## src/rtl/avoid_sequencer_pkg.sv

```systemverilog
// avoid_sequencer_pkg: shared motor codes, state encoding and parameter defaults for the avoidance sequencer
package avoid_sequencer_pkg;
  localparam int DEB_N_DEF     = 3;
  localparam int STOP_T_DEF    = 2;
  localparam int TURN_T_DEF    = 4;
  localparam int PASS_T_DEF    = 5;
  localparam int MAX_RETRY_DEF = 2;
  localparam int TW            = 8;
  localparam logic [1:0] D_STOP  = 2'b00;
  localparam logic [1:0] D_FWD   = 2'b01;
  localparam logic [1:0] D_LEFT  = 2'b10;
  localparam logic [1:0] D_RIGHT = 2'b11;
  typedef enum logic [2:0] {TRACK, STOP, TURN, PASS, FAULT} state_t;
endpackage

```

## src/rtl/avoid_timer.sv

```systemverilog
// avoid_timer: tick-enabled counter with clear and saturation at lim
// Ports: clk, rst (sync active-low), clr (clear, wins over inc), inc (count enable),
//        lim (terminal value), hit (count is at lim, or reaches it on this edge)
module avoid_timer
  import avoid_sequencer_pkg::*;
(
  input  logic          clk,
  input  logic          rst,
  input  logic          clr,
  input  logic          inc,
  input  logic [TW-1:0] lim,
  output logic          hit
);
  logic [TW-1:0] cnt;
  // hit looks one edge ahead so the phase ends on the tick that reaches lim
  assign hit = (cnt == lim) | (inc & (cnt == lim - 1'b1));
  always_ff @(posedge clk)
    if (!rst || clr) cnt <= '0;
    else if (inc && cnt != lim) cnt <= cnt + 1'b1;
endmodule

```

## src/rtl/avoid_sequencer.sv

```systemverilog
// avoid_sequencer: obstacle-avoidance state machine overriding the tracking motor command
// Ports: clk, rst (sync active-low), led0/led1 (left/right obstacle sensors),
//        flag1 (avoidance enable), tick (timebase strobe), dianji0 (tracking command),
//        dianji (motor command), led2 (tracking), led3 (avoiding/fault), busy (not tracking)
module avoid_sequencer
  import avoid_sequencer_pkg::*;
#(
  parameter int DEB_N     = DEB_N_DEF,
  parameter int STOP_T    = STOP_T_DEF,
  parameter int TURN_T    = TURN_T_DEF,
  parameter int PASS_T    = PASS_T_DEF,
  parameter int MAX_RETRY = MAX_RETRY_DEF
) (
  input  logic       clk,
  input  logic       rst,
  input  logic       led0,
  input  logic       led1,
  input  logic       flag1,
  input  logic       tick,
  input  logic [1:0] dianji0,
  output logic [1:0] dianji,
  output logic       led2,
  output logic       led3,
  output logic       busy
);
  state_t state, nxt;
  logic obs, deb_hit, ph_hit, deb_inc, deb_clr, ph_clr, in_phase;
  logic [3:0] retry;
  logic [1:0] dir, dianji_d;
  logic [TW-1:0] ph_lim;
  assign obs      = led0 | led1;
  assign in_phase = (state == STOP) | (state == TURN) | (state == PASS);
  // one counter serves as obstacle debounce in TRACK and as clear counter in FAULT
  assign deb_inc  = tick & ((state == FAULT) ? ~obs : obs);
  assign deb_clr  = ((state == FAULT) ? obs : ~obs) | ~flag1 | in_phase | (nxt != state);
  assign ph_clr   = ~in_phase | (nxt != state);
  assign ph_lim   = (state == STOP) ? TW'(STOP_T) : (state == TURN) ? TW'(TURN_T) : TW'(PASS_T);
  avoid_timer u_deb (.clk(clk), .rst(rst), .clr(deb_clr), .inc(deb_inc), .lim(TW'(DEB_N)), .hit(deb_hit));
  avoid_timer u_ph  (.clk(clk), .rst(rst), .clr(ph_clr),  .inc(tick),    .lim(ph_lim),      .hit(ph_hit));
  always_ff @(posedge clk)
    if (!rst) state <= TRACK;
    else state <= nxt;
  always_comb begin
    nxt = state;
    if (state == TRACK) nxt = (flag1 && deb_hit) ? STOP : TRACK;
    else if (!flag1) nxt = TRACK;
    else if (state == STOP) nxt = ph_hit ? TURN : STOP;
    else if (state == TURN) nxt = ph_hit ? PASS : TURN;
    else if (state == PASS) nxt = !ph_hit ? PASS : !obs ? TRACK : (int'(retry) < MAX_RETRY) ? STOP : FAULT;
    else nxt = deb_hit ? TRACK : FAULT;
  end
  always_comb begin
    dianji_d = (nxt == TRACK) ? dianji0 : (nxt == TURN) ? dir : (nxt == PASS) ? D_FWD : D_STOP;
  end
  always_ff @(posedge clk)
    if (!rst) begin
      dianji <= D_STOP;
      led2   <= 1'b0;
      led3   <= 1'b0;
      busy   <= 1'b0;
      dir    <= D_RIGHT;
      retry  <= '0;
    end else begin
      dianji <= dianji_d;
      led2   <= nxt == TRACK;
      led3   <= nxt != TRACK;
      busy   <= nxt != TRACK;
      dir    <= (nxt == STOP && state != STOP) ? ((led1 && !led0) ? D_LEFT : D_RIGHT) : dir;
      retry  <= (nxt == STOP && state == PASS) ? retry + 1'b1 : ((nxt == STOP && state == TRACK) || !flag1) ? 4'd0 : retry;
    end
endmodule
```

## config.mk

```make
export PLATFORM = sky130hd
export DESIGN_NAME = avoid_sequencer
export DESIGN_NICKNAME = d
export VERILOG_FILES = /design/src/rtl/avoid_sequencer_pkg.sv /design/src/rtl/avoid_timer.sv /design/src/rtl/avoid_sequencer.sv
export SDC_FILE = /design/constraint.sdc
export NUM_CORES = 1
export LEC_CHECK = 0
export CORE_MARGIN = 1
export CORE_UTILIZATION = 55
export CTS_CLUSTER_DIAMETER = 80
export DETAILED_ROUTE_END_ITERATION = 10
export PLACE_DENSITY = 0.74
export SLEW_MARGIN = 40
export SYNTH_ARGS = -nofsm -noshare
export SYNTH_HDL_FRONTEND = slang
export SYNTH_SLANG_ARGS = --single-unit
```

## constraint.sdc

```tcl
create_clock -name clk -period 3.7 [get_ports clk]
set_input_delay 0.74 -clock clk [delete_from_list [all_inputs] [get_ports clk]]
set_output_delay 0.74 -clock clk [all_outputs]
set_load 0.02 [all_outputs]
```

==> results.cfg <==
[placement]
finalWeightedCongestion = 0.773
dp_cells = 201
placement.io_buffers = 12
place_hpwl_mm = 2.33
detailed_place.area_mm2 = 0.00167

[sta]
timing.slew.headroom = 0.685
grt_setup_unrepaired = false
final.setup_skew_ps = 16.5
setup-violations-final = 0
maxSlewViolCount = 0
final.min_clock_period_ps = 2580
fmax_ghz = 0.387
hold_slack_ps = 504
max_slew.worst_pin.slew_ps = 467
layout_worst_path_cycle_share = 0.698
timing_hold_violations_final = 0
setup_tns_ps = 0

[drt]
initialDrtViolationCount = 30
dr_total_vias = 1240
dr.pass1.iters = 4
ant_nets = 0
vias_per_cell = 6.05
detail_route.wirelength_mm = 3.01
route.detailed.wl_per_inst_um = 14.7
detail_route.drc_violations = 0

[worst_setup_path]
cpPeakStageDelay_ps = 440
crit_arrival_ps = 2810
critical_path_required_ps = 3930
timing.critical_path.cells = clkdlybuf4s50_1 -> nor2_2 -> and3_1 -> o21ai_0 -> o21a_2 -> a221oi_2 -> nor2_1 -> a41o_1
worst_path_max_delay_cell = clkdlybuf4s50_1
critPathLaunchType = input port
cpLargestDelayFamily = compound AO/OA/AOI/OAI gates
path_class = input port to flop
sort_of_element_at_the_end_of_the_critical_path = flop
crit_fanout = 6
path_buf_inv = 1

[logic_synthesis]
asyncSetResetFlopFracSynth = 0
average_size_of_a_mapped_cell_um2 = 9.49
synthCells = 165
synth_top_flop_cell = dfxtp_1
yosysWarningCount = 0
synth_sequential_area_ratio = 0.358
synthesis.area_mm2 = 0.00157
number_of_nets_in_the_synthesized_netlist = 177
synth.lib_cells_used.distinct = 54
postSynthRegisterBits = 28
synth_edf_count = 0

[grt]
grt_max_degree = 17
antenna_found_initial = 0
number_of_global_route_vias_before_repair = 1236
grtUsageTotal = 0.211
grt_first_pass_wirelength_mm = 5.31
grt_overflow_total = 0

[clocking]
clock_tree.buffer_depth = 2
h-tree-depth = 1
postCtsHoldBufs = 0
cts_tree = done
cts_bufs_inserted = 3
clk_pin_slew_ps = 140
worstSkewPairLatency_ps = 330
post_cts.repair.setup_buffers = 0
tritoncts_num_sinks = 28
cts-root-buf = clkbuf_4
ctsResizeCount = 0

[flow_run]
max-cap-violations = 0

[cells_and_area]
design_area_mm2 = 0.00173
diode_insertion_count_for_antenna_repair = 0
final_layout_size_suffix_gt1_frac = 0.114
finalCoreUtilization = 0.667
finalNonFillerCells = 205
fin_nets = 188
flow.area_growth_from_synthesis_pct = 10.2

[power]
power.net_switching_uw = 110
power_per_cell_area_mw_per_mm2 = 314
power_report.internal_total_uw = 432
power.leakage_uw = 0.000647
p_clk_frac = 0.366
sequentialPowerShare = 0.565
pwr-share-comb = 0.069
power.switching_fraction = 0.204
peakVddDrop_v = 0.000284

[floorplan]
die_area_mm2 = 0.00307
die_height_um = 55.4
initial_utilization = 0.605
fp-row-count = 18
design.portCount = 13
floorplan.core_area_mm2 = 0.00259
fp.dieW_um = 55.4

[hold_path]
hold_path.class = flop to flop

[outcome]
outcome = finished, final reports clean
## metal layers
metal / vias up / part of all wire / track usage
met5: - / 0 / 0
met4: 0 / 0.023 / 0.0857
met3: 9 / 0.027 / 0.0211
met2: 26 / 0.48 / 0.365
met1: 585 / 0.47 / 0.268
li1: 620 / - / -
## cells by family (layout without fill, tap and decap cells)
kind of cell / after synthesis / count (layout) / share of synthesized area
buffers and inverters: 10 / 20 / 0.0415
XOR/XNOR: 17 / 17 / 0.0950
flip-flops: 28 / 28 / 0.358
adder cells (fa/ha/maj): 4 / 4 / 0.0320
AO/OA/AOI/OAI: 33 / 33 / 0.195
AND/OR/NAND/NOR: 70 / 70 / 0.257
multiplexers: 3 / 3 / 0.0216
## state kept, by name, indices dropped and copies added (netlist names)
register,count
busy,1
dianji,2
dir,1
led2,1
retry,4
state,3
u_deb.cnt,8
u_ph.cnt,8
## metrics by stage
step | total power (uW) | setup slack [ps]
2_1_floorplan | 334 | 1510
3_3_place_gp | 349 | 869
3_5_place_dp | 350 | 777
4_1_cts | 548 | 1130
5_1_grt | 560 | 946
6_report | 543 | 1120
## worst paths after layout
path	slack [ps]	startpoint	cells after the start	endpoint
max	1120	led1	8	dianji[0]
min	500	retry[3]	1	retry[3]
max reg2reg	1140	state[1]	7	dianji[0]
min reg2reg	500	retry[3]	1	retry[3]
## power groups by stage
stage                     registers, uW  clock network [uW]  logic, uW
after global placement              313                   0       36.4
after CTS                           307                 204       37.5
after floorplan                     315                   0       19.0
after global routing                307                 212       40.7
after detailed placement            313                   0       37.3
final                               307                 199       37.3
## worst reg2reg max path, delay by kind of cell, from the launching register on
family	cells	cell delay [ps]
AO/OA/AOI/OAI	5	1450
AND/OR/NAND/NOR	2	440
flip-flops	1	590
## layout make-up
type	instances	area, um2
Multi-Input combinational cell	127	941
Fill cell	213	863
Inverter	4	15.0
Tap cell	30	37.5
Clock buffer	3	22.5
Clock inverter	1	30.0
Sequential cell	28	561
Timing Repair Buffer	12	120
## synthesized netlist by cell type (3+ instances only)
| cell type | count | area [um2] |
|---|---|---|
| dfxtp_1 | 28 | 561 |
| nor2_1 | 20 | 75.1 |
| xor2_1 | 10 | 87.6 |
| nand3_1 | 8 | 40.0 |
| xnor2_1 | 7 | 61.3 |
| nand2_1 | 6 | 22.5 |
| and3_1 | 5 | 31.3 |
| nand4_1 | 5 | 31.3 |
| and2_1 | 4 | 25.0 |
| ha_1 | 4 | 50.1 |
| inv_1 | 4 | 15.0 |
| nor2b_1 | 4 | 25.0 |
| a211o_1 | 3 | 26.3 |
| a21oi_1 | 3 | 15.0 |
| buf_4 | 3 | 22.5 |
| o21ai_0 | 3 | 15.0 |
## placed cells by master, fill, tap and decap left out, types with 5 or more instances in the layout
cell,Yosys,routed
xnor2_1,7,7
nor2_1,20,20
nand2_1,6,6
nand3_1,8,8
and3_1,5,5
nand4_1,5,5
clkdlybuf4s50_1,0,12
dfxtp_1,28,28
xor2_1,10,10
Note: power is estimated with default switching activity, not from simulation.
